$ cat config.mk
export PLATFORM = sky130hd
export DESIGN_NAME = serial_adder_ctrl
export DESIGN_NICKNAME = d
export VERILOG_FILES = /design/src/rtl/serial_adder_pkg.sv /design/src/rtl/full_adder.sv /design/src/rtl/serial_adder_ctrl.sv
export SDC_FILE = /design/constraint.sdc
export NUM_CORES = 1
export LEC_CHECK = 0
export CORE_UTILIZATION = 55
export CTS_BUF_LIST = sky130_fd_sc_hd__clkbuf_4
export CTS_CLUSTER_SIZE = 8
export DETAILED_ROUTE_END_ITERATION = 7
export GPL_TIMING_DRIVEN = 0
export PLACE_DENSITY = 0.85
export SLEW_MARGIN = 10
export SYNTH_ARGS = -nofsm -noshare
export SYNTH_HDL_FRONTEND = slang
export SYNTH_SLANG_ARGS = --single-unit
$ cat constraint.sdc
create_clock -name clk -period 1.7 [get_ports clk]
set_input_delay 0.255 -clock clk [delete_from_list [all_inputs] [get_ports clk]]
set_output_delay 0.255 -clock clk [all_outputs]
set_load 0.01 [all_outputs]
$ cat src/rtl/serial_adder_pkg.sv
// Shared definitions for the bit-serial adder controller: state encoding,
// default operand width and the bit-counter width helper.
package serial_adder_pkg;

   localparam int WIDTH_DEF = 8;

   localparam logic [1:0] ST_IDLE = 2'b00;
   localparam logic [1:0] ST_RUN  = 2'b01;
   localparam logic [1:0] ST_DONE = 2'b10;

   typedef enum logic [1:0] {
      IDLE = ST_IDLE,
      RUN  = ST_RUN,
      DONE = ST_DONE
   } state_t;

   // Width of a counter that indexes bits 0..width-1 (never narrower than 1).
   function automatic int cnt_w(input int width);
      return (width > 1) ? $clog2(width) : 1;
   endfunction

endpackage

$ cat src/rtl/full_adder.sv
// One-bit full adder datapath cell: sum and carry-out of a + b + c.
module full_adder (
   output logic sum,
   output logic cout,
   input  logic a,
   input  logic b,
   input  logic c
);

   assign sum  = a ^ b ^ c;
   assign cout = (a & b) | (c & (a ^ b));

endmodule

$ cat src/rtl/serial_adder_ctrl.sv
// Bit-serial adder: walks one full_adder cell across two WIDTH-bit operands,
// LSB first, one bit per clock, with a start/done handshake.
module serial_adder_ctrl
   import serial_adder_pkg::*;
#(
   parameter int WIDTH = WIDTH_DEF
) (
   input  logic             clk,
   input  logic             rst_n,
   input  logic             start,
   input  logic [WIDTH-1:0] a,
   input  logic [WIDTH-1:0] b,
   input  logic             cin,
   output logic             busy,
   output logic             done,
   output logic [WIDTH-1:0] sum,
   output logic             cout
);

   localparam int            CW   = cnt_w(WIDTH);
   localparam logic [CW-1:0] LAST = CW'(WIDTH - 1);

   state_t          state, state_nxt;
   logic [CW-1:0]   cnt;
   logic [WIDTH-1:0] a_sh, b_sh, res_sh;
   logic            carry;
   logic            fa_sum, fa_cout;
   logic            accept, last_bit;

   // Ripple increment built from XOR/AND so the adder cell stays the only arithmetic.
   function automatic logic [CW-1:0] cnt_inc(input logic [CW-1:0] v);
      logic [CW-1:0] r;
      logic          c;
      c = 1'b1;
      for (int i = 0; i < CW; i++) begin
         r[i] = v[i] ^ c;
         c    = v[i] & c;
      end
      return r;
   endfunction

   full_adder u_fa (
      .sum  (fa_sum),
      .cout (fa_cout),
      .a    (a_sh[0]),
      .b    (b_sh[0]),
      .c    (carry)
   );

   assign accept   = ((state == IDLE) || (state == DONE)) && start;
   assign last_bit = (cnt == LAST);
   assign busy     = (state == RUN);
   assign done     = (state == DONE);

   // State register.
   always_ff @(posedge clk) begin
      if (!rst_n) state <= IDLE;
      else        state <= state_nxt;
   end

   // Next-state logic: DONE lasts one cycle and can re-accept immediately.
   always_comb begin
      state_nxt = state;
      case (state)
         IDLE:    if (start) state_nxt = RUN;
         RUN:     if (last_bit) state_nxt = DONE;
         DONE:    state_nxt = start ? RUN : IDLE;
         default: state_nxt = IDLE;
      endcase
   end

   // Operand/result shifting, carry flop, bit counter and held output registers.
   always_ff @(posedge clk) begin
      if (!rst_n) begin
         a_sh   <= '0;
         b_sh   <= '0;
         res_sh <= '0;
         carry  <= 1'b0;
         cnt    <= '0;
         sum    <= '0;
         cout   <= 1'b0;
      end else if (accept) begin
         a_sh   <= a;
         b_sh   <= b;
         res_sh <= '0;
         carry  <= cin;
         cnt    <= '0;
      end else if (state == RUN) begin
         a_sh   <= {1'b0, a_sh[WIDTH-1:1]};
         b_sh   <= {1'b0, b_sh[WIDTH-1:1]};
         res_sh <= {fa_sum, res_sh[WIDTH-1:1]};
         carry  <= fa_cout;
         cnt    <= cnt_inc(cnt);
         // The final bit lands straight in the output register on the edge into DONE.
         if (last_bit) begin
            sum  <= {fa_sum, res_sh[WIDTH-1:1]};
            cout <= fa_cout;
         end
      end
   end

endmodule

Word-level counts from Yosys, hierarchy flattened
Index checks and enable logic that the tools add are counted.

word-level totals
  register bits after elaboration = 39
  input port bits = 20
  output and inout port bits = 11
  logic and storage cells = 41

cells by class
  equality and inequality tests = 5
  muxes and demuxes = 10
  bitwise logic cells = 11
  reduce and logical (&&, ||, !) cells = 7

operators with widths
  operator                                        count
  two-way mux 8 bit                               4
  case mux 2 bit (3 select lines)                 1
  two-way mux 2 bit                               2
  XOR 1 bit                                       4
  bitwise AND 1 bit                               3
  == test 3 bit (second input constant)           1
  two-way mux 1 bit                               3
  NOT 1 bit                                       3
  AND reduction 3 bit                             1
  == test 2 x 1 -> 1 bit (second input constant)  1
  == test 2 bit (second input constant)           1
  logical NOT 2 bit                               1
  != test 2 x 1 -> 1 bit (second input constant)  1
  != test 2 bit (second input constant)           1
  AND reduction 2 bit                             1
  nonzero test 2 bit                              1
  OR reduction 2 bit                              1
  logical AND 1 bit                               1
  logical OR 1 bit                                1
  OR 1 bit                                        1

Depth between registers and ports, before layout
  depth in word-level cells = 5
  depth in mapped cells = 6

Hierarchy
A second synthesis with hierarchy kept.

second synthesis, totals
  cells, all modules = 176
  area total of the unflattened synthesis = 1,549.0 µm²

modules (own cells, without submodules)
  module             times used  cells an instance  area an instance (µm²)
  serial_adder_ctrl  1           175                1,529.0
  full_adder         1           1                  20.0

Worst setup path before layout
No wires, ideal clock.

  path kind = register to register
  start point = register cnt[0]
  end point = register sum[0]
  arrival = 1.114 ns
  required time = 1.624 ns
  path slack = 0.511 ns
  stages on the path, launching flop included = 6
  period minus slack after synthesis = 1.189 ns
  path through = dfxtp_1 > ha_1 > ha_1 > clkbuf_1 > nand3_1 > a21boi_0

on the way
  cells in the longest elaborated chain, start to end = 2

RTL lines
  element                        line                     text
  from (decl)                    serial_adder_ctrl.sv:24  logic [CW-1:0] cnt;
  from (signal assigned)         serial_adder_ctrl.sv:93  cnt <= cnt_inc(cnt);
  == test 3 bit                  serial_adder_ctrl.sv:51  assign last_bit = (cnt == LAST);
  AND reduction 3 bit (no line)  --
  to (signal assigned)           serial_adder_ctrl.sv:96  sum <= {fa_sum, res_sh[WIDTH-1:1]};
  to (decl)                      serial_adder_ctrl.sv:16  output logic [WIDTH-1:0] sum,

No other way between the ends.
A chain may end at the register's enable or synchronous reset.

Worst setup path in the final report
  start point = register state[1]
  end point = output port done

on the way
  cells in the longest elaborated chain, start to end = 1

RTL lines
  element                 line                     text
  from (decl)             serial_adder_ctrl.sv:23  state_t state, state_nxt;
  from (signal assigned)  serial_adder_ctrl.sv:58  else state <= state_nxt;
  == test 2 bit           serial_adder_ctrl.sv:53  assign done = (state == DONE);
  to (decl)               serial_adder_ctrl.sv:15  output logic done,

No other way between the ends.

==> impl_metrics.csv <==
group,metric,value,unit
sta,hold_ws,0.231,ns
synth,yosysUniqueCellTypes,27,
synth,synth_nets,200,
pwr,pwr-share-clk,26.2,%
sta,hold_viol,0,
layout,fin_nets,236,
floorplan,die_h,54.9,µm
layout,fillers,218,
worst_setup_path,reg2reg_to,"sum[3]",
layout,diodes,0,
pwr,seq_power_share,59.2,%
min_path,hold_end,"a_sh[3]",
global_routing,grtUsageTotal,25.9,%
clock_network,clk_path_buf_depth,2,
synth,ys_seq_elements,38,
clock_network,cts_setup_buffers,0,
global_routing,grt_max_degree,12,
sta,maxSlewHeadroom,70.7,%
floorplan,start_util,60.0,%
detailed_routing,drc_errors,0,
clock_network,cts.sink_count,38,
sta,rsz0062_at_grt,"no",
global_routing,antenna_found_initial,0,
worst_setup_path,worst-setup-path-type,"reg2out",
global_routing,first_global_vias,1221,
synth,yosys_warnings,0,
sta,skew,0.00948,ns
layout,final_area,0.00191,mm²
synth,syn_inst,177,
sta,setup_tns,0,ns
worst_setup_path,reg2reg_from,"cnt[0]",
sta,tightest_slew,0.439,ns
global_routing,overflow,0,
synth,synth_area_leaders,"dfxtp_1, nand2_1, o221ai_1",
placed_design,io_buffers,29,
sta,period_share,94.4,%
clock_network,clkLatencyLatePin,0.34,ns
synth,synth_flop_cell,"dfxtp_1",
floorplan,core-area,0.00257,mm²
synth,async_reset_ff_share,0,%
floorplan,fp.dieW,54.9,µm
synth,syn-mean-instance-area,8.71,µm²
flow_run,drv_cap,0,
pwr,finalPower,1.62,mW
clock_network,clockRootBuffer,"clkbuf_4",
pwr,leakagePower,0.683,nW
pwr,power_density,846,mW/mm²
clock_network,htreeDepth,2,
worst_setup_path,crit_required,1.44,ns
placed_design,placed_area,0.00187,mm²
worst_setup_path,cp-start-kind,"flop",
worst_setup_path,cp_slowest_stage_delay,0.54,ns
sta,fin_crit,1.60,ns
detailed_routing,drt_iter0_drc,43,
sta,finalSetupViolCount,0,
synth,synth_edf_count,0,
clock_network,numCtsBuffers,5,
worst_setup_path,path_cells,"nor2b_1, clkdlybuf4s50_1",
min_path,hp-class,"in2reg",
placed_design,place_congestion,0.762,
detailed_routing,wl_per_cell,13.9,µm
worst_setup_path,cp_slowest_cell,"clkdlybuf4s50_1",
pwr,swShare,26.3,%
pwr,ir_worst_vdd,0.789,mV
worst_setup_path,critPathMaxFanout,3,
global_routing,grt_pass1_wl,5350,µm
min_path,holdPathStages,3,
clock_network,ctsHoldBuffers,0,
layout,final_common_cell,"nand2_1",
sta,fmax,623,MHz
layout,layout-drive-gt1-share,9.81,%
detailed_routing,drt_wl_total,3390,µm
worst_setup_path,arrival,1.35,ns
detailed_routing,vias_per_cell,5.60,
synth,synth.top_cell.area_share,49.4,%
detailed_routing,vias,1366,
floorplan,io_pins,31,
floorplan,dieArea,0.00302,mm²
worst_setup_path,r2r_slack,0.27,ns
synth,syn_area,0.00154,mm²
detailed_routing,antenna_left,0,
pwr,power.switching,0.425,mW
status,status,"finished clean",
clock_network,clkTransAtPathRegs,0.11,ns
worst_setup_path,cp-end-kind,"output pin",
sta,drv_slew,0,
detailed_routing,drt-pass1-iter-count,4,
worst_setup_path,worst-r2r-cell-count,5,
placed_design,hpwl,2430,µm
synth,ys_seq_area_share,49.4,%
synth,synth_top_area_cell,"dfxtp_1",
min_path,hp-start,"rst_n",
pwr,comb_power_share,14.5,%
layout,layout_common_cells,"nand2_1, dfxtp_1, clkdlybuf4s50_1",
floorplan,rows,18,
layout,area_growth_syn_to_layout,24.2,%
pwr,intPower,1.19,mW
clock_network,cts_tree,"yes",
-- routing by layer --
metal / wire length [µm] / GRT usage [%]
met5: 0 / 0
met4: 55 / 12.1
met3: 167 / 5.74
met2: 1620 / 42.2
met1: 1550 / 32.4
-- cell families (layout without fill, tap and decap cells) --
kind of cell	count (synthesis)	in the layout	share of synthesized area (%)
xor gates and xnor gates	1	1	0.568
buffers and inverters	14	51	6.41
AOI/OAI and AO/OA	43	43	18.6
and+or+nand+nor	78	78	22.2
adders and majority gates	3	3	2.92
DFF	38	38	49.4
-- power groups by stage --
stage               logic [mW]  clock network [mW]  registers [mW]
detailed placement       0.235                   0           0.978
CTS                      0.236               0.429           0.958
floorplan                0.153                   0           0.971
finish                   0.235               0.425           0.958
global route             0.259               0.483           0.964
global placement         0.226                   0           0.975
-- sequential cells by signal, indices dropped and copies added, names as in the netlist --
signal and flops:
a_sh 8, carry 1, sum 8, b_sh 8, res_sh 7, cnt 3, state 2, cout 1
-- synth_stat cells (2+ instances only) --
| library cell | count |
|---|---|
| a21boi_1 | 5 |
| nor2_1 | 9 |
| nand2_1 | 41 |
| nand3_1 | 12 |
| nor3_1 | 8 |
| ha_1 | 2 |
| nor2b_1 | 2 |
| a31oi_1 | 5 |
| buf_6 | 4 |
| dfxtp_1 | 38 |
| a22oi_1 | 2 |
| a21boi_0 | 7 |
| clkbuf_1 | 2 |
| buf_2 | 6 |
| o221ai_1 | 8 |
| o21ai_0 | 6 |
| a21oi_1 | 10 |
-- layout make-up --
cell class	count	area [µm²]	area share, %
Clock buffer	5	37.5	1.96
Inverter	1	8.76	0.458
Clock inverter	3	11.3	0.588
Multi-Input combinational cell	125	682	35.6
Tap cell	30	37.5	1.96
Sequential cell	38	762	39.8
Buffer	13	90.1	4.71
Timing Repair Buffer	29	285	14.9
-- what timing repair did --
| item | in CTS | in global routing |
|---|---|---|
| pin swaps | 0 | 0 |
| gates resized for setup | 3 | 1 |
| endpoints found under the setup margin | 1 | 1 |
| hold endpoints to repair | 0 | 0 |
-- critical path, delay by kind of cell (launching register included) --
kind	cells	cell delay, ns
buffers and inverters	1	0.54
DFF	1	0.34
and+or+nand+nor	1	0.13
-- how the worst max path moves through the flow --
stage                     slack (ns)      to  startpoint
after CTS                      0.008    busy    state[1]
after global placement          0.09    busy    state[0]
after global routing           0.004    done    state[1]
final                            0.1    done    state[1]
after detailed placement        0.07    busy    state[0]
after floorplan                 0.51  sum[0]      cnt[0]
-- metrics by stage --
| stage | worst slack (ns) | instances | utilization (%) |
|---|---|---|---|
| 4_1_cts | 0.00758 | 244 | 74.8 |
| 6_report | 0.0954 | 244 | 74.6 |
| 5_1_grt | 0.00370 | 244 | 74.6 |
| 3_3_place_gp | 0.0930 | 236 | 72.8 |
| 3_5_place_dp | 0.0728 | 236 | 72.8 |
| 2_1_floorplan | 0.511 | 177 | - |
Power figures use the tool's default switching activity.
==> variant 1: new RTL, config.mk and constraints unchanged <==
The package constant `WIDTH_DEF` goes from 8 to 9.
--- a/src/rtl/serial_adder_pkg.sv
+++ b/src/rtl/serial_adder_pkg.sv
@@ -4,3 +4,3 @@
 
-   localparam int WIDTH_DEF = 8;
+   localparam int WIDTH_DEF = 9;
 
Ports: changed (resized a, b and sum); port bits go from 31 to 34. The function was not compared with the original's and may differ.
==> variant 1 against the original RTL <==
Routed wire length rose by 7.3%; worst setup slack got worse by 0.016 ns; total power rose by 15%; sequential cell count rose by 5; sequential share of layout area rose by 1.3 points; final area rose by 9.5%; count of clock-buffer cells in the layout rose by 2; synthesized area rose by 8.8%; critical path type unchanged; largest cell class unchanged; largest power group unchanged.
==> variant 1: results <==
[outcome]
status = "finished, final reports clean"

[placement]
dp_hpwl_um = 2640
pre_cts_slack_ns = 0.0123
numPortBuffers = 32
gp_congestion = 0.816

[yosys]
seq_area_frac_synth_pct = 51.3
synth_commonest_cells = "dfxtp_1 (43), nand2_1 (33), nor3_1 (19)"
synthAdderAreaFrac_pct = 3.43
synth_cell_types = 31
synth_fp_nets = 211
synthMuxAreaShare_pct = 0.597
synth_area_leaders = "dfxtp_1 (51%), nand2_1 (7.4%), nor3_1 (5.7%)"
synth_compound_area_share_pct = 18.6
yosysMostFrequentCell = "dfxtp_1"
synth_xor_area_share_pct = 1.04

[pwr]
ir_drop_uv = 639
p_int_uw = 1370
power.leakage_uw = 0.000799

[setup_path]
max_stage_delay_ns = 0.34
crit_arrival_ns = 1.37
crit_slowest_cell = "dfxtp_1"
cp_max_fo = 13

[clocking]
cts_buffers = 5
path_clk_slew_ns = 0.13
cts_resized = 2
cts_root_buf = "clkbuf_4"

[finish]
fin_nets = 249
reg.largest.list = "a_sh x9, b_sh x9, sum x9"
drive_gt1_share_pct = 12.1

[detailed_routing]
drt-initial-drc-count = 56
routed_via_density = 5.68
routedWlPerCell_um = 14.3

[grt]
grt_first_pass_wirelength_um = 6020
grt_max_degree = 14
grt_pass1_vias = 1391
grt_usage_pct = 24.2

[timing]
fin_worst_skew_ns = 0.0113
slew_headroom_pct = 70.0
==> variant 1: path summary, 6_finish.rpt <==
check,startpoint,end,slack [ns],depth (start not counted)
min,rst_n,a_sh[6],0.25,3
max reg2reg,cnt[0],sum[4],0.29,6
max,state[1],busy,0.08,4
min reg2reg,res_sh[4],res_sh[3],0.47,2
==> variant 1: power groups by stage <==
stage,Combinational [uW],Sequential (uW),Clock [uW]
4_1_cts,264,1080,514
6_report,264,1080,511
3_3_place_gp,255,1100,0
2_1_floorplan,171,1100,0
3_5_place_dp,264,1110,0
5_1_grt,290,1090,571
==> variant 1: logic make-up after synthesis <==
group                    after synthesis
buffers and inverters                 20
adder cells (fa/ha/maj)                4
XOR/XNOR                               2
AO/OA/AOI/OAI                         49
AND/OR/NAND/NOR                       66
flip-flops                            43
multiplexers                           1
==> variant 1: layout make-up <==
type | count | area [sq um]
Sequential cell | 43 | 862
Fill cell | 232 | 733
Clock inverter | 1 | 5.00
Inverter | 4 | 17.5
Tap cell | 31 | 38.8
Buffer | 15 | 87.6
Clock buffer | 7 | 52.6
Multi-Input combinational cell | 122 | 709
Timing Repair Buffer | 32 | 323
==> variant 1: layer usage <==
layer | GRT usage (%) | part of all wire, %
met1 | 29.6 | 45
met2 | 41.7 | 48
met3 | 4.76 | 5.7
met4 | 10.1 | 1.5
met5 | 0 | 0
==> variant 1: stage by stage <==
stage | hold WS, ns | cell area, sq um | cells | util (%) | total power [uW]
2_1_floorplan | 0.391 | 1680 | 185 | - | 1270
3_3_place_gp | 0.447 | 2040 | 248 | 72.0 | 1360
3_5_place_dp | 0.459 | 2040 | 248 | 72.0 | 1370
4_1_cts | 0.242 | 2090 | 255 | 73.9 | 1860
5_1_grt | 0.245 | 2100 | 255 | 74.1 | 1950
6_report | 0.247 | 2100 | 255 | 74.1 | 1860
==> variant 2: new RTL, same settings <==
Made on the original files. Make the reset (`rst_n`) asynchronous in 2 clocked blocks.
--- a/src/rtl/serial_adder_ctrl.sv
+++ b/src/rtl/serial_adder_ctrl.sv
@@ -55,3 +55,3 @@
    // State register.
-   always_ff @(posedge clk) begin
+   always_ff @(posedge clk or negedge rst_n) begin
       if (!rst_n) state <= IDLE;
@@ -72,3 +72,3 @@
    // Operand/result shifting, carry flop, bit counter and held output registers.
-   always_ff @(posedge clk) begin
+   always_ff @(posedge clk or negedge rst_n) begin
       if (!rst_n) begin
Function: differs if rst_n is asserted again (counterexample within 4 cycles, from zero or initial values and one cycle with rst_n low); with rst_n held inactive, the same outputs for 10 cycles.
==> variant 2 against the original RTL <==
Die area increased by 7.7%; the run now ends with design-rule violations left; routed wire length decreased by 4.8%; final cell count decreased by 18%; critical path depth increased by 1; final area increased by 11%; worst setup slack improved by 0.022 ns; synthesized area increased by 8.0%; sequential cell count unchanged.
Power is not compared: it rests on default switching activity, and its combinational part moved more than twofold at a synthesized area within 25%.
==> variant 2: results <==
[outcome]
status = "finished, violations left"
violations = "design-rule violations"

[setup_path]
crit_arrival_ns = 1.33
r2r.worst_path.cells = 4
reg2reg_setup_slack_ns = 0.25
crit_slowest_cell = "dfrtp_2"
max_stage_delay_ns = 0.42
r2r_end = "sum[0]"

[placement]
pre_cts_slack_ns = -0.00494
numPortBuffers = 30
gp_congestion = 0.759

[grt]
grt_usage_pct = 22.4
grt_pass1_vias = 1144
grt_max_degree = 39
use_met3_pct = 6.80

[finish]
fin_nets = 191
drive_gt1_share_pct = 20.1

[timing]
fin_worst_skew_ns = 0.00997
whs_ns = 0.483

[yosys]
seq_area_frac_synth_pct = 57.1
synth_compound_area_share_pct = 16.9
yosysWarnings = 0
synth_commonest_cells = "dfrtp_1 (38), a21oi_1 (15), inv_1 (13)"
synth_cell_types = 22
synth_fp_nets = 152
async_flop_share_pct = 100
synthAdderAreaFrac_pct = 2.71

[detailed_routing]
routed_via_density = 5.78
drc = 2
routed_wirelength_um = 3230
drt-initial-drc-count = 42
drt-pass1-iter-count = 6

[clocking]
clockBufferDepth = 2

[worst_hold_path]
hold_start = "b[6]"
whs_endpoint = "b_sh[6]"
hp-class = "in2reg"
==> variant 2: worst max-delay path by stage <==
stage	from	endpoint	slack, ns	cells past startpoint
finish	state[0]	done	0.12	3
floorplan	cnt[0]	cout	0.36	4
global placement	rst_n	b_sh[2]	-0.43	1
global route	state[0]	done	0.03	3
CTS	state[1]	busy	0.02	4
detailed placement	start	b_sh[7]	-0.005	5
==> variant 2: metal layers <==
metal | vias to the layer above | share of wire, %
met5 | - | 0
met1 | 581 | 43
met3 | 5 | 4.8
li1 | 543 | -
met2 | 27 | 51
met4 | 0 | 1.2
==> variant 2: cell type report <==
type	count	area, sq um	area share (%)
Buffer	6	45.0	2.13
Clock buffer	5	37.5	1.77
Clock inverter	3	63.8	3.02
Inverter	14	57.6	2.72
Multi-Input combinational cell	71	614	29.0
Sequential cell	38	952	45.0
Tap cell	31	38.8	1.83
Timing Repair Buffer	32	307	14.5
==> variant 2: timing repair <==
item	in CTS	in global routing
setup endpoints to repair	2	1
endpoints found under the hold margin	1	0
buffers inserted	1	0
gates resized for setup	6	1
hold buffers	1	0
==> variant 2: power breakdown <==
part	switching, uW	leakage [uW]	internal [uW]	total, uW
combinational	704	0.000486	863	1570
sequential	270	0.000466	1310	1580
clock	298	0.0000528	453	751
total	1270	0.00100	2620	3890
==> variant 2: metrics by stage <==
| stage | instance area [sq um] | cells |
|---|---|---|
| global placement | 2000 | 190 |
| detailed placement | 2000 | 190 |
| CTS | 2120 | 200 |
| global route | 2120 | 200 |
| floorplan | 1660 | 129 |
| finish | 2120 | 200 |
==> variant 2: worst register-to-register path: cells and delay by family, from the launching register on <==
kind	cells	cell delay, ns
fa+ha+maj	2	0.46
flops	1	0.41
mux	1	0.31
simple gates	1	0.15
